`config.mk`:
```
export PLATFORM = sky130hd
export DESIGN_NAME = flash_phy_rd_buf_ctrl_flat
export DESIGN_NICKNAME = d
export VERILOG_FILES = /design/src/rtl/flash_phy_rd_buf_ctrl_if.sv /design/src/rtl/flash_phy_rd_buf_ctrl.sv /design/src/flat_wrapper.sv
export SDC_FILE = /design/constraint.sdc
export NUM_CORES = 1
export LEC_CHECK = 0
export CAP_MARGIN = 20
export CORE_ASPECT_RATIO = 1.25
export CORE_MARGIN = 2
export CORE_UTILIZATION = 40
export CTS_CLUSTER_DIAMETER = 60
export DETAILED_ROUTE_END_ITERATION = 10
export PLACE_DENSITY = 0.71
export SLEW_MARGIN = 25
export SYNTH_ARGS = -nofsm -noshare
export SYNTH_HDL_FRONTEND = slang
export SYNTH_SLANG_ARGS = --single-unit
```
`constraint.sdc`:
```
create_clock -name clk_i -period 20.5 [get_ports clk_i]
set_clock_uncertainty 0.15 [all_clocks]
set_input_delay 2.05 -clock clk_i [delete_from_list [all_inputs] [get_ports clk_i]]
set_output_delay 2.05 -clock clk_i [all_outputs]
set_load 0.02 [all_outputs]
```
`src/rtl/flash_phy_rd_buf_ctrl_if.sv`:
```
// Request/response, program and buffer-status bundle between the flash_phy read
// arbiter side and the read-buffer control stage.
interface flash_phy_rd_buf_ctrl_if #(
  parameter int NumBuf   = 4,
  parameter int AddrW    = 16,
  parameter int InfoSelW = 2
);
  logic                                 en_i;
  logic                                 req_i;
  logic [AddrW-1:0]                     req_addr_i;
  logic                                 req_part_i;
  logic [InfoSelW-1:0]                  req_info_sel_i;
  logic                                 req_ready_o;
  logic                                 hit_o;
  logic [$clog2(NumBuf)-1:0]            hit_idx_o;
  logic                                 rd_issue_o;
  logic                                 rsp_valid_i;
  logic                                 prog_i;
  logic [AddrW-1:0]                     prog_addr_i;
  logic                                 prog_part_i;
  logic [InfoSelW-1:0]                  prog_info_sel_i;
  logic [NumBuf-1:0][1:0]               buf_attr_i;
  logic [NumBuf-1:0][AddrW-1:0]         buf_addr_i;
  logic [NumBuf-1:0]                    buf_part_i;
  logic [NumBuf-1:0][InfoSelW-1:0]      buf_info_sel_i;
  logic [NumBuf-1:0]                    alloc_o;
  logic [NumBuf-1:0]                    update_o;
  logic [NumBuf-1:0]                    wipe_o;

  modport slave (
    input  en_i, req_i, req_addr_i, req_part_i, req_info_sel_i, rsp_valid_i,
           prog_i, prog_addr_i, prog_part_i, prog_info_sel_i,
           buf_attr_i, buf_addr_i, buf_part_i, buf_info_sel_i,
    output req_ready_o, hit_o, hit_idx_o, rd_issue_o, alloc_o, update_o, wipe_o
  );

  modport master (
    output en_i, req_i, req_addr_i, req_part_i, req_info_sel_i, rsp_valid_i,
           prog_i, prog_addr_i, prog_part_i, prog_info_sel_i,
           buf_attr_i, buf_addr_i, buf_part_i, buf_info_sel_i,
    input  req_ready_o, hit_o, hit_idx_o, rd_issue_o, alloc_o, update_o, wipe_o
  );
endinterface

```
`src/rtl/flash_phy_rd_buf_ctrl.sv`:
```
// Read-buffer control: tag lookup, LRU victim selection, alloc/update/wipe strobes
// and an in-order tracker of outstanding flash reads.
module flash_phy_rd_buf_ctrl_lane #(
  parameter int AddrW    = 16,
  parameter int InfoSelW = 2
) (
  input  logic                clk_i,
  input  logic                rst_ni,
  input  logic                en_i,
  input  logic [1:0]          attr_i,
  input  logic [AddrW-1:0]    addr_i,
  input  logic                part_i,
  input  logic [InfoSelW-1:0] info_sel_i,
  input  logic [AddrW-1:0]    req_addr_i,
  input  logic                req_part_i,
  input  logic [InfoSelW-1:0] req_info_sel_i,
  input  logic                prog_i,
  input  logic [AddrW-1:0]    prog_addr_i,
  input  logic                prog_part_i,
  input  logic [InfoSelW-1:0] prog_info_sel_i,
  input  logic                update_i,
  output logic                req_match_o,
  output logic                wipe_o,
  output logic                busy_o
);
  localparam logic [1:0] AttrInvalid = 2'd0;
  localparam logic [1:0] AttrWip     = 2'd1;
  localparam logic [1:0] AttrValid   = 2'd2;

  logic live, prog_eq, req_eq, pend_set;
  logic pend_q, pend_d, fire_q, fire_d;

  assign live    = attr_i != AttrInvalid;
  assign req_eq  = (addr_i == req_addr_i) && (part_i == req_part_i) &&
                   (!part_i || (info_sel_i == req_info_sel_i));
  assign prog_eq = (addr_i == prog_addr_i) && (part_i == prog_part_i) &&
                   (!part_i || (info_sel_i == prog_info_sel_i));

  assign req_match_o = live && req_eq;

  // A program hitting an in-flight buffer is deferred until its data lands.
  always_comb begin
    pend_set = en_i && prog_i && prog_eq && (attr_i == AttrWip);
    pend_d   = en_i && (pend_q || pend_set) && !update_i;
    fire_d   = en_i && (pend_q || pend_set) && update_i;
  end

  assign wipe_o = en_i && ((prog_i && prog_eq && (attr_i == AttrValid)) || fire_q);
  assign busy_o = pend_q || fire_q;

  always_ff @(posedge clk_i or negedge rst_ni) begin
    if (!rst_ni) begin
      pend_q <= 1'b0;
      fire_q <= 1'b0;
    end else begin
      pend_q <= pend_d;
      fire_q <= fire_d;
    end
  end
endmodule

module flash_phy_rd_buf_ctrl #(
  parameter int NumBuf   = 4,
  parameter int AddrW    = 16,
  parameter int InfoSelW = 2
) (
  input logic                   clk_i,
  input logic                   rst_ni,
  flash_phy_rd_buf_ctrl_if.slave bus
);
  localparam int IdxW = $clog2(NumBuf);
  localparam int CntW = IdxW + 1;
  localparam logic [1:0] AttrInvalid = 2'd0;
  localparam logic [1:0] AttrWip     = 2'd1;
  localparam logic [1:0] AttrValid   = 2'd2;

  logic [NumBuf-1:0] req_match, busy, lane_wipe, is_inv, is_wip, is_valid, upd;

  for (genvar g = 0; g < NumBuf; g++) begin : g_lane
    assign is_inv[g]   = bus.buf_attr_i[g] == AttrInvalid;
    assign is_wip[g]   = bus.buf_attr_i[g] == AttrWip;
    assign is_valid[g] = bus.buf_attr_i[g] == AttrValid;

    flash_phy_rd_buf_ctrl_lane #(.AddrW(AddrW), .InfoSelW(InfoSelW)) u_lane (
      .clk_i          (clk_i),
      .rst_ni         (rst_ni),
      .en_i           (bus.en_i),
      .attr_i         (bus.buf_attr_i[g]),
      .addr_i         (bus.buf_addr_i[g]),
      .part_i         (bus.buf_part_i[g]),
      .info_sel_i     (bus.buf_info_sel_i[g]),
      .req_addr_i     (bus.req_addr_i),
      .req_part_i     (bus.req_part_i),
      .req_info_sel_i (bus.req_info_sel_i),
      .prog_i         (bus.prog_i),
      .prog_addr_i    (bus.prog_addr_i),
      .prog_part_i    (bus.prog_part_i),
      .prog_info_sel_i(bus.prog_info_sel_i),
      .update_i       (upd[g]),
      .req_match_o    (req_match[g]),
      .wipe_o         (lane_wipe[g]),
      .busy_o         (busy[g])
    );
  end

  logic [NumBuf-1:0][IdxW-1:0] age_q, age_d;
  logic [NumBuf-1:0][IdxW-1:0] fifo_q, fifo_d;
  logic [IdxW-1:0]             rd_ptr_q, rd_ptr_d, wr_ptr_q, wr_ptr_d;
  logic [CntW-1:0]             cnt_q, cnt_d;

  logic            hit_vld, blk, vic_vld, fifo_full, ready, accept, hit, issue, push, pop;
  logic [IdxW-1:0] hit_idx, vic_idx, vic_age, touch_idx;

  // Lookup and victim choice; buffers with a deferred wipe are never reused.
  always_comb begin
    hit_vld = 1'b0;
    hit_idx = '0;
    blk     = 1'b0;
    vic_vld = 1'b0;
    vic_idx = '0;
    vic_age = '0;
    for (int i = 0; i < NumBuf; i++) begin
      if (req_match[i] && is_wip[i]) blk = 1'b1;
      if (req_match[i] && is_valid[i] && !hit_vld) begin
        hit_vld = 1'b1;
        hit_idx = IdxW'(i);
      end
    end
    for (int i = 0; i < NumBuf; i++) begin
      if (is_inv[i] && !busy[i] && !vic_vld) begin
        vic_vld = 1'b1;
        vic_idx = IdxW'(i);
      end
    end
    if (!vic_vld) begin
      for (int i = 0; i < NumBuf; i++) begin
        if (is_valid[i] && !busy[i] && (!vic_vld || (age_q[i] > vic_age))) begin
          vic_vld = 1'b1;
          vic_idx = IdxW'(i);
          vic_age = age_q[i];
        end
      end
    end
  end

  always_comb begin
    fifo_full = cnt_q == CntW'(NumBuf);
    if (!bus.en_i)     ready = 1'b1;
    else if (bus.prog_i) ready = 1'b0;
    else if (blk)      ready = 1'b0;
    else if (hit_vld)  ready = 1'b1;
    else               ready = !fifo_full && vic_vld;
    accept    = bus.en_i && bus.req_i && ready;
    hit       = accept && hit_vld;
    issue     = accept && !hit_vld;
    touch_idx = hit_vld ? hit_idx : vic_idx;
    push      = issue;
    pop       = bus.en_i && bus.rsp_valid_i && (cnt_q != '0);
    upd       = pop ? (NumBuf'(1) << fifo_q[rd_ptr_q]) : '0;
  end

  assign bus.req_ready_o = ready;
  assign bus.hit_o       = hit;
  assign bus.hit_idx_o   = hit ? hit_idx : '0;
  assign bus.rd_issue_o  = issue;
  assign bus.alloc_o     = issue ? (NumBuf'(1) << vic_idx) : '0;
  assign bus.update_o    = upd;
  assign bus.wipe_o      = lane_wipe;

  // Move-to-front LRU; ages stay a permutation of 0..NumBuf-1.
  always_comb begin
    age_d = age_q;
    if (hit || issue) begin
      for (int j = 0; j < NumBuf; j++) begin
        if (age_q[j] < age_q[touch_idx]) age_d[j] = age_q[j] + IdxW'(1);
      end
      age_d[touch_idx] = '0;
    end
  end

  always_comb begin
    fifo_d   = fifo_q;
    rd_ptr_d = rd_ptr_q;
    wr_ptr_d = wr_ptr_q;
    cnt_d    = cnt_q;
    if (!bus.en_i) begin
      rd_ptr_d = '0;
      wr_ptr_d = '0;
      cnt_d    = '0;
    end else begin
      if (push) begin
        fifo_d[wr_ptr_q] = vic_idx;
        wr_ptr_d         = wr_ptr_q + IdxW'(1);
      end
      if (pop) rd_ptr_d = rd_ptr_q + IdxW'(1);
      cnt_d = cnt_q + CntW'(push) - CntW'(pop);
    end
  end

  always_ff @(posedge clk_i or negedge rst_ni) begin
    if (!rst_ni) begin
      for (int i = 0; i < NumBuf; i++) age_q[i] <= IdxW'(i);
      fifo_q   <= '0;
      rd_ptr_q <= '0;
      wr_ptr_q <= '0;
      cnt_q    <= '0;
    end else begin
      age_q    <= age_d;
      fifo_q   <= fifo_d;
      rd_ptr_q <= rd_ptr_d;
      wr_ptr_q <= wr_ptr_d;
      cnt_q    <= cnt_d;
    end
  end

  rsp_without_read_a: assert property (@(posedge clk_i) disable iff (!rst_ni)
    (bus.en_i && bus.rsp_valid_i) |-> (cnt_q != '0));
endmodule
```
`src/flat_wrapper.sv`:
```
// flat-port wrapper written by rule: the top's interface ports become plain ports
module flash_phy_rd_buf_ctrl_flat 
#(
  parameter int NumBuf   = 4,
  parameter int AddrW    = 16,
  parameter int InfoSelW = 2
)
  (clk_i, rst_ni, bus_en_i, bus_req_i, bus_req_addr_i, bus_req_part_i, bus_req_info_sel_i, bus_rsp_valid_i, bus_prog_i, bus_prog_addr_i, bus_prog_part_i, bus_prog_info_sel_i, bus_buf_attr_i, bus_buf_addr_i, bus_buf_part_i, bus_buf_info_sel_i, bus_req_ready_o, bus_hit_o, bus_hit_idx_o, bus_rd_issue_o, bus_alloc_o, bus_update_o, bus_wipe_o);
  flash_phy_rd_buf_ctrl_if #(.NumBuf(NumBuf), .AddrW(AddrW), .InfoSelW(InfoSelW)) bus_i ();
  input logic clk_i;
  input logic rst_ni;
  input wire logic [$bits(bus_i.en_i)-1:0] bus_en_i;
  input wire logic [$bits(bus_i.req_i)-1:0] bus_req_i;
  input wire logic [$bits(bus_i.req_addr_i)-1:0] bus_req_addr_i;
  input wire logic [$bits(bus_i.req_part_i)-1:0] bus_req_part_i;
  input wire logic [$bits(bus_i.req_info_sel_i)-1:0] bus_req_info_sel_i;
  input wire logic [$bits(bus_i.rsp_valid_i)-1:0] bus_rsp_valid_i;
  input wire logic [$bits(bus_i.prog_i)-1:0] bus_prog_i;
  input wire logic [$bits(bus_i.prog_addr_i)-1:0] bus_prog_addr_i;
  input wire logic [$bits(bus_i.prog_part_i)-1:0] bus_prog_part_i;
  input wire logic [$bits(bus_i.prog_info_sel_i)-1:0] bus_prog_info_sel_i;
  input wire logic [$bits(bus_i.buf_attr_i)-1:0] bus_buf_attr_i;
  input wire logic [$bits(bus_i.buf_addr_i)-1:0] bus_buf_addr_i;
  input wire logic [$bits(bus_i.buf_part_i)-1:0] bus_buf_part_i;
  input wire logic [$bits(bus_i.buf_info_sel_i)-1:0] bus_buf_info_sel_i;
  output wire logic [$bits(bus_i.req_ready_o)-1:0] bus_req_ready_o;
  output wire logic [$bits(bus_i.hit_o)-1:0] bus_hit_o;
  output wire logic [$bits(bus_i.hit_idx_o)-1:0] bus_hit_idx_o;
  output wire logic [$bits(bus_i.rd_issue_o)-1:0] bus_rd_issue_o;
  output wire logic [$bits(bus_i.alloc_o)-1:0] bus_alloc_o;
  output wire logic [$bits(bus_i.update_o)-1:0] bus_update_o;
  output wire logic [$bits(bus_i.wipe_o)-1:0] bus_wipe_o;
  assign bus_i.en_i = bus_en_i;
  assign bus_i.req_i = bus_req_i;
  assign bus_i.req_addr_i = bus_req_addr_i;
  assign bus_i.req_part_i = bus_req_part_i;
  assign bus_i.req_info_sel_i = bus_req_info_sel_i;
  assign bus_i.rsp_valid_i = bus_rsp_valid_i;
  assign bus_i.prog_i = bus_prog_i;
  assign bus_i.prog_addr_i = bus_prog_addr_i;
  assign bus_i.prog_part_i = bus_prog_part_i;
  assign bus_i.prog_info_sel_i = bus_prog_info_sel_i;
  assign bus_i.buf_attr_i = bus_buf_attr_i;
  assign bus_i.buf_addr_i = bus_buf_addr_i;
  assign bus_i.buf_part_i = bus_buf_part_i;
  assign bus_i.buf_info_sel_i = bus_buf_info_sel_i;
  assign bus_req_ready_o = bus_i.req_ready_o;
  assign bus_hit_o = bus_i.hit_o;
  assign bus_hit_idx_o = bus_i.hit_idx_o;
  assign bus_rd_issue_o = bus_i.rd_issue_o;
  assign bus_alloc_o = bus_i.alloc_o;
  assign bus_update_o = bus_i.update_o;
  assign bus_wipe_o = bus_i.wipe_o;
  flash_phy_rd_buf_ctrl #(.NumBuf(NumBuf), .AddrW(AddrW), .InfoSelW(InfoSelW)) u_core (.clk_i(clk_i), .rst_ni(rst_ni), .bus(bus_i));
endmodule
```
==> results of run 1 <==
-- metrics by stage --
stage               total power [mW]  area (sq um)  utilization, %  setup slack, ns
finish                         0.363          5940            56.8             9.60
global route                   0.386          5940            56.8             9.02
CTS                            0.362          5940            56.8             9.66
detailed placement             0.272          5770            55.2             9.68
global placement               0.264          5770            55.2             9.83
floorplan                      0.197          4250               -            11.55
-- worst max path at each step --
stage	start	end	slack (ns)	depth (start not counted)
2_1_floorplan	bus_buf_attr_i[2]	bus_alloc_o[0]	11.55	26
3_3_place_gp	bus_buf_attr_i[0]	bus_alloc_o[0]	9.83	25
3_5_place_dp	bus_buf_attr_i[0]	bus_alloc_o[1]	9.68	25
4_1_cts	bus_buf_attr_i[0]	bus_alloc_o[1]	9.66	25
5_1_grt	bus_buf_attr_i[0]	bus_alloc_o[0]	9.02	25
6_report	bus_buf_attr_i[1]	bus_alloc_o[0]	9.60	25
-- kinds of logic (layout without fill, tap and decap cells) --
| logic type | after synthesis | count (layout) | synth area share [%] |
|---|---|---|---|
| adders and majority gates | 18 | 18 | 5.48 |
| DFF | 31 | 31 | 18.4 |
| AOI/OAI and AO/OA | 79 | 79 | 13.0 |
| xor gates and xnor gates | 148 | 148 | 30.5 |
| buffers and inverters | 39 | 175 | 4.21 |
| and+or+nand+nor | 177 | 177 | 24.4 |
| muxes | 13 | 13 | 3.95 |
-- final cells by class --
| cell class | instances | area, sq um | share of cell area, % |
|---|---|---|---|
| clock buffer | 6 | 139 | 2.34 |
| clock inverter | 2 | 35.0 | 0.589 |
| inverter | 21 | 78.8 | 1.33 |
| multi-input combinational | 435 | 3290 | 55.3 |
| sequential | 31 | 781 | 13.1 |
| tap | 132 | 165 | 2.78 |
| timing repair buffer | 146 | 1460 | 24.5 |
-- state kept, by name, indices dropped and copies added (netlist names) --
signal                       flops
u_core.age_q                     8
u_core.fifo_q                    8
u_core.g_lane.u_lane.fire_q      4
u_core.g_lane.u_lane.pend_q      4
u_core.cnt_q                     3
u_core.rd_ptr_q                  2
u_core.wr_ptr_q                  2
-- cells in the final DEF (no fill, tap or decap), drive strengths merged, types with 9 or more instances in the layout --
cell / n
inv: 21
mux2: 10
nor2: 23
nor4: 26
xor2: 82
clkdlybuf4s50: 144
nand3: 9
ha: 17
xnor2: 66
nor3: 23
o21ai: 27
nand2: 35
dfrtp: 27
nand4: 13
-- routing by layer --
| layer | up-vias | global-route usage, % |
|---|---|---|
| li1 | 2078 | - |
| met1 | 2072 | 30.6 |
| met2 | 211 | 50.5 |
| met3 | 45 | 3.04 |
| met4 | 0 | 16.7 |
| met5 | - | 0 |
-- power groups by stage --
stage | sequential [mW] | combinational, mW | clock, mW
after floorplan | 0.0854 | 0.112 | 0
after global placement | 0.0900 | 0.174 | 0
after detailed placement | 0.0909 | 0.181 | 0
after CTS | 0.0902 | 0.182 | 0.0899
after global routing | 0.0926 | 0.201 | 0.0922
final | 0.0903 | 0.183 | 0.0896
-- critical path, cell delays in order --
cell	delay, ns
clkdlybuf4s50_1	0.63
nor4_2	0.13
or4_1	0.57
a21boi_0	0.25
nand2_1	0.11
ha_1	0.31
nor2b_1	0.13
o21ai_0	0.15
a21oi_1	0.11
a31o_2	0.26
a21oi_1	0.21
ha_1	0.27
nor2b_1	0.13
a2bb2oi_1	0.12
o21ai_0	0.36
inv_1	0.09
a41oi_1	0.30
o21ai_0	0.15
ha_1	0.31
nor2b_1	0.14
a2bb2oi_1	0.22
o21ai_0	0.15
a311oi_1	0.85
nor2_1	0.12
clkdlybuf4s50_1	0.57
==> tab_implementation.tex, run 1 <==
\begin{tabular}{lr}
\hline
Metric & Value \\
\hline
\multicolumn{2}{l}{\textbf{Global route}} \\
Maximum number of pins on one net before global-route repair & 32 \\
Global-route wire length before repair & 24,000 microns \\
Combined global-route utilization of all metal layers & 28.1\% \\
Antenna violations before repair & 0 \\
Via count of the first global-routing pass & 4,579 \\
Grt ovf & 0 \\
\multicolumn{2}{l}{\textbf{Critical path}} \\
Critical path arrival & 8.70 ns \\
Reg-to-Reg End & u\_core.age\_q[7]\$\_DFFE\_PN1P\_ \\
Reg-to-reg critical path startpoint & u\_core.g\_lane[1].u\_lane.fire\_q\$\_DFF\_PN0\_ \\
Minimum setup slack among reg-to-reg paths & 12.63 ns \\
Data required time at the worst endpoint & 18.30 ns \\
Largest fanout on the critical path & 7 \\
Critical path class & in2out \\
Startpoint kind of the worst setup timing path & input pin \\
Category of the worst setup path capture point & output pin \\
FF-to-FF path depth & 29 \\
\multicolumn{2}{l}{\textbf{Job}} \\
Number of max-cap violations & 0 \\
\multicolumn{2}{l}{\textbf{Clock network}} \\
Inserted Clock Buffers & 5 \\
Clk slew on worst S/H paths & 0.05 ns \\
Post-CTS setup buffer count & 0 \\
CTS Hold Bufs & 0 \\
Library cell used as clock root buffer & clkbuf\_16 \\
Clock latency of the later-clocked register in the worst-skew pair & 0.29 ns \\
Clock tree from TritonCTS & yes \\
Maximum level of the CTS H-tree & 2 \\
Clock Sink Count & 31 \\
Clk buf depth & 2 \\
CTS resizes & 0 \\
\multicolumn{2}{l}{\textbf{Floorplan}} \\
Die area & 11,500 sq um \\
Die boundary width & 96.2 microns \\
Number of top-level pins & 145 \\
Initial standard-cell utilization of the core & 40.6\% \\
Row count & 42 \\
Die Y-Extent & 119 microns \\
Floorplan core area & 10,500 sq um \\
\multicolumn{2}{l}{\textbf{Route}} \\
1st-pass router iterations & 5 \\
Met3 routed WL & 751 microns \\
Final routed wire length divided by cell count & 20.2 microns \\
Total via count in the routed design & 4,406 \\
Vias/cell & 5.70 \\
Max layer used & met4 \\
Met2 Routed Length & 8170 microns \\
Violation count after the first detailed-routing iteration & 280 \\
Count of nets left with antenna violations after detail routing & 0 \\
Sum of routed wire length over all layers & 15,600 microns \\
WL met1 & 5750 microns \\
Total DRC errors in the routed layout & 0 \\
\multicolumn{2}{l}{\textbf{Power and ir drop}} \\
Peak supply drop & 0.0298 mV \\
Switching share of power & 38.7\% \\
Leak & 2.27 nW \\
Power share of the combinational group & 50.4\% \\
Clock network fraction of total power & 24.7\% \\
Power per cell area & 61.0 nW/um\^{}2 \\
Sequential cell fraction of total power & 24.9\% \\
Internal power contribution & 0.222 mW \\
Sw Pwr & 0.140 mW \\
\multicolumn{2}{l}{\textbf{Synth}} \\
Mean instance size in the synthesized netlist & 8.41 sq um \\
Predominant post-synthesis flop cell & dfrtp\_1 \\
Cell taking the most area after synthesis & xor2\_1 \\
Flip-flop and latch count after synthesis & 31 \\
Top cells by instance count after synthesis & xor2\_1 (82), xnor2\_1 (66), nand2\_1 (31), dfrtp\_1 (27), o21ai\_0 (27) \\
Dominant cell by count in the synthesized netlist & xor2\_1 \\
Area of the mapped netlist & 4250 sq um \\
Number of synthesized flops with an enable pin & 0 \\
Synthesized instance count & 505 \\
Synthesized Nets & 651 \\
Area share of the leading cell type in the synthesized netlist & 16.9\% \\
Seq/Total Area, Yosys & 18.4\% \\
Synth unique cells & 66 \\
Yosys Warn Count & 0 \\
Leading post-synthesis cells by cell area & xor2\_1 (17\%), dfrtp\_1 (16\%), xnor2\_1 (14\%) \\
Async S/R FF share, synth & 100\% \\
\multicolumn{2}{l}{\textbf{STA}} \\
Hold WS & 0.350 ns \\
Setup TNS Final & 0 ns \\
Final count of hold timing violations & 0 \\
Actual transition at the worst max-transition pin & 0.975 ns \\
Final period util & 53.2\% \\
Time the final worst path needs with I/O delays and setup & 10.90 ns \\
RSZ-0062 raised after global routing & no \\
Count of final max-slew check failures & 0 \\
Relative slew margins & 34.6\% \\
Timing-limited maximum frequency & 91.7 MHz \\
Number of setup violations in the final report & 0 \\
\multicolumn{2}{l}{\textbf{Final layout}} \\
Fillcell total & 961 \\
Layout Nets & 786 \\
Fin cells & 773 \\
Share of post-route cells with drive strength above 1 & 5.62\% \\
Synthesis-to-layout area growth & 39.9\% \\
Antenna fix cells & 0 \\
\multicolumn{2}{l}{\textbf{Place}} \\
Instance count after placement with tap cells included & 765 \\
Port Buffers & 144 \\
Post-detailed-placement half-perimeter wirelength & 13,500 microns \\
Global placement routability congestion & 1.03 \\
\multicolumn{2}{l}{\textbf{Hold path}} \\
HP Class & reg2reg \\
Worst Hold Path EP & u\_core.fifo\_q[3]\$\_DFFE\_PN0P\_ \\
Launch point of the worst hold path & u\_core.fifo\_q[3]\$\_DFFE\_PN0P\_ \\
Worst hold path stage count & 1 \\
\multicolumn{2}{l}{\textbf{Status}} \\
Status & finished, final reports clean \\
\hline
\end{tabular}
Power figures use the tool's default switching activity.
==> run 2, diff against run 1 <==
==> constraint.sdc (replaced) <==
create_clock -name clk_i -period 10.94 [get_ports clk_i]
set_clock_uncertainty 0.15 [all_clocks]
set_input_delay 1.094 -clock clk_i [delete_from_list [all_inputs] [get_ports clk_i]]
set_output_delay 1.094 -clock clk_i [all_outputs]
set_load 0.02 [all_outputs]
==> run 2 against run 1 <==
  * Hold slack got worse by 0.017 ns
  * Combinational power up 86%
  * Clock power is 53% higher
  * Sequential power increased by 86%
  * Global-route usage fell by 0.99 points
  * Core utilization fell by 0.36 points
  * Final cell count down 0.26%
  * Design area fell by 0.63%
  * Routed wire length shrank 3.0%
  * Setup slack worse by 7.7 ns
  * Power is 78% higher
  * Flip-flop and latch count did not move
==> tab_implementation.tex, run 2 (synthesized netlist as in run 1, its figures left out) <==
\begin{tabular}{lr}
\hline
Metric & Value \\
\hline
\multicolumn{2}{l}{\textbf{Status}} \\
Status & finished, final reports clean \\
\multicolumn{2}{l}{\textbf{STA}} \\
Time the final worst path needs with I/O delays and setup & 9.03 ns \\
Number of setup violations in the final report & 0 (unchanged) \\
Final count of hold timing violations & 0 (unchanged) \\
Relative slew margins & 34.4\% (-0.19 points) \\
Count of final max-slew check failures & 0 (unchanged) \\
Timing-limited maximum frequency & 111 MHz \\
Actual transition at the worst max-transition pin & 0.959 ns (-0.0153 ns) \\
Setup TNS Final & 0 ns (unchanged) \\
Final period util & 82.5\% \\
RSZ-0062 raised after global routing & no \\
\multicolumn{2}{l}{\textbf{Route}} \\
Total via count in the routed design & 4,352 (-1.2\%) \\
Total DRC errors in the routed layout & 0 (unchanged) \\
Sum of routed wire length over all layers & 15,100 microns (-3.0\%) \\
Final routed wire length divided by cell count & 19.6 microns (-2.7\%) \\
1st-pass router iterations & 5 (unchanged) \\
Count of nets left with antenna violations after detail routing & 0 (unchanged) \\
Violation count after the first detailed-routing iteration & 203 (-28\%) \\
Vias/cell & 5.64 (-0.97\%) \\
\multicolumn{2}{l}{\textbf{Critical path}} \\
Minimum setup slack among reg-to-reg paths & 3.04 ns (-9.59 ns) \\
Critical path arrival & 7.78 ns (-0.92 ns) \\
Largest fanout on the critical path & 7 (unchanged) \\
Startpoint kind of the worst setup timing path & input pin \\
Category of the worst setup path capture point & output pin \\
Data required time at the worst endpoint & 9.70 ns (-8.60 ns) \\
Critical path class & in2out \\
\multicolumn{2}{l}{\textbf{Power and ir drop}} \\
Leak & 2.25 nW (-0.83\%) \\
Peak supply drop & 0.0570 mV (+91\%) \\
Power per cell area & 109 nW/um\^{}2 (+79\%) \\
\multicolumn{2}{l}{\textbf{Clock network}} \\
Clk buf depth & 2 (unchanged) \\
Clk slew on worst S/H paths & 0.05 ns (about the same) \\
Library cell used as clock root buffer & clkbuf\_16 \\
Inserted Clock Buffers & 5 (unchanged) \\
Clock tree from TritonCTS & yes \\
Clock Sink Count & 31 (unchanged) \\
Clock latency of the later-clocked register in the worst-skew pair & 0.28 ns (about the same) \\
CTS resizes & 0 (unchanged) \\
CTS Hold Bufs & 0 (unchanged) \\
Post-CTS setup buffer count & 0 (unchanged) \\
Maximum level of the CTS H-tree & 2 (unchanged) \\
\multicolumn{2}{l}{\textbf{Floorplan}} \\
Initial standard-cell utilization of the core & 40.6\% (unchanged) \\
Floorplan core area & 10,500 sq um (unchanged) \\
Number of top-level pins & 145 (unchanged) \\
Die area & 11,500 sq um (unchanged) \\
Die boundary width & 96.2 microns (unchanged) \\
Die Y-Extent & 119 microns (unchanged) \\
Row count & 42 (unchanged) \\
\multicolumn{2}{l}{\textbf{Global route}} \\
Global-route wire length before repair & 23,200 microns (-3.4\%) \\
Maximum number of pins on one net before global-route repair & 32 (unchanged) \\
Antenna violations before repair & 0 (unchanged) \\
Combined global-route utilization of all metal layers & 27.1\% (-0.99 points) \\
Via count of the first global-routing pass & 4,554 (-0.55\%) \\
Grt ovf & 0 (unchanged) \\
\multicolumn{2}{l}{\textbf{Final layout}} \\
Leading cell type in the layout, fill and taps excluded & clkdlybuf4s50\_1 \\
Area taken by multi-input logic gates & 3290 sq um (unchanged) \\
Most used cells in the layout excluding fill and tap cells & clkdlybuf4s50\_1 (144), xor2\_1 (82), xnor2\_1 (66), nand2\_1 (31) \\
Sequential cell area & 781 sq um (unchanged) \\
Final core utilization & 56.5\% (-0.36 points) \\
Share of post-route cells with drive strength above 1 & 5.32\% (-0.30 points) \\
Antenna fix cells & 0 (unchanged) \\
Fillcell total & 936 (-2.6\%) \\
Largest registers & u\_core.age\_q: 8 flops, u\_core.fifo\_q: 8 flops \\
Layout Nets & 785 (-0.13\%) \\
Synthesis-to-layout area growth & 39.0\% \\
\multicolumn{2}{l}{\textbf{Place}} \\
Post-detailed-placement half-perimeter wirelength & 13,200 microns (-2.0\%) \\
Port Buffers & 144 (unchanged) \\
Global placement routability congestion & 1.01 (-1.8\%) \\
\multicolumn{2}{l}{\textbf{Job}} \\
Number of max-cap violations & 0 (unchanged) \\
\multicolumn{2}{l}{\textbf{Hold path}} \\
HP Class & reg2reg \\
\hline
\end{tabular}
-- run 2: cell type report --
| cell class | count | area share, % |
|---|---|---|
| well taps | 132 | 2.80 |
| clock buffers | 6 | 2.35 |
| inverters | 21 | 1.33 |
| flip-flops and latches | 31 | 13.2 |
| clock inverters | 1 | 0.0847 |
| repair buffers | 145 | 24.5 |
| multi-input cells | 435 | 55.7 |
-- run 2: where the power goes --
part	leakage (nW)	switching, mW	total (mW)	internal [mW]
Sequential	0.404	0.0256	0.168	0.143
Combinational	1.78	0.180	0.341	0.162
Clock	0.0727	0.0487	0.137	0.0886
Total	2.25	0.254	0.647	0.393
-- run 2: path summary, 6_finish.rpt --
| path | startpoint | end | cells after the start |
|---|---|---|---|
| worst min-delay path | u_core.fifo_q[5]$_DFFE_PN0P_ | u_core.fifo_q[5]$_DFFE_PN0P_ | 1 |
| worst max-delay path | bus_buf_attr_i[0] | bus_alloc_o[1] | 26 |
| worst min register to register | u_core.fifo_q[5]$_DFFE_PN0P_ | u_core.fifo_q[5]$_DFFE_PN0P_ | 1 |
| min in group asynchronous | rst_ni | u_core.fifo_q[6]$_DFFE_PN0P_ | 2 |
| worst max register to register | u_core.g_lane[0].u_lane.pend_q$_DFF_PN0_ | u_core.age_q[7]$_DFFE_PN1P_ | 30 |
| max in group asynchronous | rst_ni | u_core.age_q[2]$_DFFE_PN1P_ | 2 |
-- run 2: critical path, stage by stage --
cell and delay, ns:
clkdlybuf4s50_1 0.63, nor4_2 0.13, or4_1 0.59, a21boi_0 0.26
nand2_1 0.11, ha_1 0.31, nor2b_1 0.13, o21ai_0 0.17
a21oi_1 0.12, a31o_2 0.26, nor2_1 0.09, a21oi_1 0.07
ha_1 0.32, nor2b_1 0.13, a2bb2oi_1 0.12, o21ai_0 0.38
inv_1 0.09, a41oi_1 0.33, o21ai_0 0.14, ha_1 0.32
nor2b_1 0.13, a2bb2oi_1 0.21, o21ai_0 0.14, a311oi_1 0.83
nor2_1 0.11, clkdlybuf4s50_1 0.57
-- run 2: layer usage --
layer  wire length (microns)  GRT usage, %
met1                    5480          28.4
met2                    7830          48.8
met4                     960          17.4
met3                     872          3.73
met5                       0             0
-- run 2: per-stage QoR --
step | power, mW | setup slack, ns | area [sq um] | hold WS, ns | cells
floorplan | 0.369 | 3.47 | 4250 | 0.309 | 505
global placement | 0.493 | 2.11 | 5760 | 0.323 | 764
detailed placement | 0.504 | 1.85 | 5760 | 0.329 | 764
CTS | 0.646 | 2.00 | 5910 | 0.340 | 771
global route | 0.690 | 1.36 | 5910 | 0.361 | 771
finish | 0.647 | 1.91 | 5910 | 0.333 | 771
==> run 3, diff against run 2 <==
--- a/config.mk
+++ b/config.mk
@@ -11,7 +11,7 @@
 export CORE_UTILIZATION = 40
 export CTS_CLUSTER_DIAMETER = 60
 export DETAILED_ROUTE_END_ITERATION = 10
-export PLACE_DENSITY = 0.71
+export PLACE_DENSITY = 0.74
 export SLEW_MARGIN = 25
 export SYNTH_ARGS = -nofsm -noshare
 export SYNTH_HDL_FRONTEND = slang
==> constraint.sdc (replaced) <==
create_clock -name clk_i -period 8.04 [get_ports clk_i]
set_clock_uncertainty 0.15 [all_clocks]
set_input_delay 0.804 -clock clk_i [delete_from_list [all_inputs] [get_ports clk_i]]
set_output_delay 0.804 -clock clk_i [all_outputs]
set_load 0.02 [all_outputs]
==> run 3 against run 2 <==
  * Global-route usage is 0.60 points higher
  * Setup slack got worse by 1.6 ns
  * Sequential share of layout area decreased by 0.33 points
  * Core utilization is 1.5 points higher
  * Sequential power up 36%
  * Power grew 45%
  * Via count rose by 1.5%
  * Die area stayed put
  * Critical path type unchanged
  * Largest cell class unchanged
  * Highest routed layer unchanged
==> tab_implementation.tex, run 3 (synthesized netlist as in run 1, its figures left out) <==
\begin{tabular}{lr}
\hline
Metric & Value \\
\hline
\multicolumn{2}{l}{\textbf{Global route}} \\
Maximum number of pins on one net before global-route repair & 32 (unchanged) \\
Antenna violations before repair & 0 (unchanged) \\
Grt ovf & 0 (unchanged) \\
Via count of the first global-routing pass & 4,587 (+0.72\%) \\
Global-route wire length before repair & 23,800 microns (+2.5\%) \\
Combined global-route utilization of all metal layers & 27.7\% (+0.60 points) \\
\multicolumn{2}{l}{\textbf{Status}} \\
Status & finished, final reports clean \\
\multicolumn{2}{l}{\textbf{STA}} \\
Hold WS & 0.341 ns (+0.00739 ns) \\
Count of final max-slew check failures & 0 (unchanged) \\
Number of setup violations in the final report & 0 (unchanged) \\
Time the final worst path needs with I/O delays and setup & 7.70 ns \\
Timing-limited maximum frequency & 130 MHz \\
Final period util & 95.8\% \\
Actual transition at the worst max-transition pin & 0.990 ns (+0.0310 ns) \\
Final WS setup & 0.342 ns (-1.57 ns) \\
Relative slew margins & 33.4\% (-1.0 points) \\
Final count of hold timing violations & 0 (unchanged) \\
\multicolumn{2}{l}{\textbf{Power and ir drop}} \\
Leak & 2.39 nW (+6.2\%) \\
Power per cell area & 155 nW/um\^{}2 (+41\%) \\
Peak supply drop & 0.0874 mV (+53\%) \\
\multicolumn{2}{l}{\textbf{Final layout}} \\
Most used cells in the layout excluding fill and tap cells & clkdlybuf4s50\_1 (139), xor2\_1 (82), xnor2\_1 (66), nand2\_1 (31), dfrtp\_1 (27) \\
Largest registers & u\_core.age\_q: 8 flops, u\_core.fifo\_q: 8 flops \\
Layout Nets & 796 (+1.4\%) \\
Share of post-route cells with drive strength above 1 & 7.99\% (+2.7 points) \\
Synthesis-to-layout area growth & 42.6\% \\
Antenna fix cells & 0 (unchanged) \\
Leading cell type in the layout, fill and taps excluded & clkdlybuf4s50\_1 \\
\multicolumn{2}{l}{\textbf{Critical path}} \\
Critical path arrival & 6.74 ns (-1.04 ns) \\
Category of the worst setup path capture point & output pin \\
Reg-to-reg critical path startpoint & u\_core.g\_lane[1].u\_lane.fire\_q\$\_DFF\_PN0\_ \\
Startpoint kind of the worst setup timing path & input pin \\
Critical path class & in2out \\
Data required time at the worst endpoint & 7.09 ns (-2.61 ns) \\
Launching instance or port of the critical path & bus\_buf\_attr\_i[0] \\
Largest fanout on the critical path & 6 (-1) \\
\multicolumn{2}{l}{\textbf{Place}} \\
Global placement routability congestion & 0.980 (-3.5\%) \\
Post-detailed-placement half-perimeter wirelength & 13,500 microns (+1.8\%) \\
Pre-CTS setup slack & 0.0239 ns (-1.83 ns) \\
Port Buffers & 144 (unchanged) \\
\multicolumn{2}{l}{\textbf{Clock network}} \\
Maximum level of the CTS H-tree & 2 (unchanged) \\
Clock tree from TritonCTS & yes \\
Clock Sink Count & 31 (unchanged) \\
Clk slew on worst S/H paths & 0.06 ns (about the same) \\
Clk buf depth & 2 (unchanged) \\
Inserted Clock Buffers & 5 (unchanged) \\
Library cell used as clock root buffer & clkbuf\_16 \\
CTS Hold Bufs & 0 (unchanged) \\
Clock latency of the later-clocked register in the worst-skew pair & 0.28 ns (about the same) \\
\multicolumn{2}{l}{\textbf{Route}} \\
Count of nets left with antenna violations after detail routing & 0 (unchanged) \\
Total DRC errors in the routed layout & 0 (unchanged) \\
Violation count after the first detailed-routing iteration & 187 (-7.9\%) \\
Vias/cell & 5.64 (about the same) \\
Final routed wire length divided by cell count & 19.9 microns (+1.2\%) \\
Total via count in the routed design & 4,416 (+1.5\%) \\
1st-pass router iterations & 5 (unchanged) \\
Sum of routed wire length over all layers & 15,600 microns (+2.8\%) \\
\multicolumn{2}{l}{\textbf{Hold path}} \\
HP Class & reg2reg \\
Launch point of the worst hold path & u\_core.fifo\_q[4]\$\_DFFE\_PN0P\_ \\
\multicolumn{2}{l}{\textbf{Job}} \\
Number of max-cap violations & 0 (unchanged) \\
\multicolumn{2}{l}{\textbf{Floorplan}} \\
Number of top-level pins & 145 (unchanged) \\
Die boundary width & 96.2 microns (unchanged) \\
Die area & 11,500 sq um (unchanged) \\
Initial standard-cell utilization of the core & 40.6\% (unchanged) \\
Floorplan core area & 10,500 sq um (unchanged) \\
Die Y-Extent & 119 microns (unchanged) \\
Row count & 42 (unchanged) \\
\hline
\end{tabular}
[run 3: final cells by class]
class / instances / area [sq um]
Fill cell: 975 / 4400
Sequential cell: 31 / 781
Multi-Input combinational cell: 435 / 3320
Inverter: 21 / 78.8
Clock buffer: 6 / 139
Clock inverter: 2 / 35.0
Timing Repair Buffer: 156 / 1540
Tap cell: 132 / 165
[run 3: layer usage]
layer	up-vias	wire (microns)	global-route usage, %
li1	2096	-	-
met1	2075	5710	30.7
met2	203	8180	50.0
met3	42	897	3.67
met4	0	779	13.8
met5	-	0	0
[run 3: critical path, cell delays in order]
cell,delay (ns)
clkdlybuf4s50_1,0.50
nor4_2,0.09
or4_4,0.55
a21boi_1,0.19
nand2_1,0.10
ha_1,0.31
nor2b_1,0.13
o21ai_0,0.17
a21oi_1,0.11
a31o_2,0.25
nor2_1,0.13
a21oi_2,0.07
ha_1,0.32
nor2b_1,0.13
a2bb2oi_1,0.12
o21ai_1,0.16
inv_1,0.07
a41oi_2,0.23
nand2_1,0.10
o21ai_0,0.11
ha_1,0.29
nor2b_1,0.14
a2bb2oi_1,0.14
o21ai_0,0.35
a311oi_2,0.20
buf_4,0.25
nor2_1,0.11
clkdlybuf4s50_1,0.61
[run 3: where the power goes]
| part | switching, mW | internal [mW] |
|---|---|---|
| sequential | 0.0341 | 0.194 |
| clock | 0.0742 | 0.154 |
| combinational | 0.251 | 0.231 |
[run 3: what timing repair did]
item	4_1_cts	5_1_grt
gates resized for setup	0	13
buffers inserted	0	1
setup endpoints to repair	0	12
[run 3: path summary, 6_finish.rpt]
path,to,slack [ns],cells past startpoint
worst max-delay path,bus_alloc_o[1],0.34,28
worst min-delay path,u_core.fifo_q[4]$_DFFE_PN0P_,0.34,1
worst max register to register,u_core.age_q[7]$_DFFE_PN1P_,1.06,32
worst min register to register,u_core.fifo_q[4]$_DFFE_PN0P_,0.34,1
max in group asynchronous,u_core.age_q[7]$_DFFE_PN1P_,6.63,2
min in group asynchronous,u_core.fifo_q[4]$_DFFE_PN0P_,0.77,2
[run 3: stage by stage]
| stage | area, sq um | util, % | cells | power [mW] | TNS [ns] |
|---|---|---|---|---|---|
| floorplan | 4250 | - | 505 | 0.502 | 0 |
| global placement | 5840 | 55.8 | 774 | 0.683 | 0 |
| detailed placement | 5840 | 55.8 | 774 | 0.696 | 0 |
| CTS | 6010 | 57.5 | 782 | 0.930 | 0 |
| global route | 6060 | 57.9 | 783 | 1.00 | -0.182 |
| finish | 6060 | 57.9 | 783 | 0.939 | 0 |
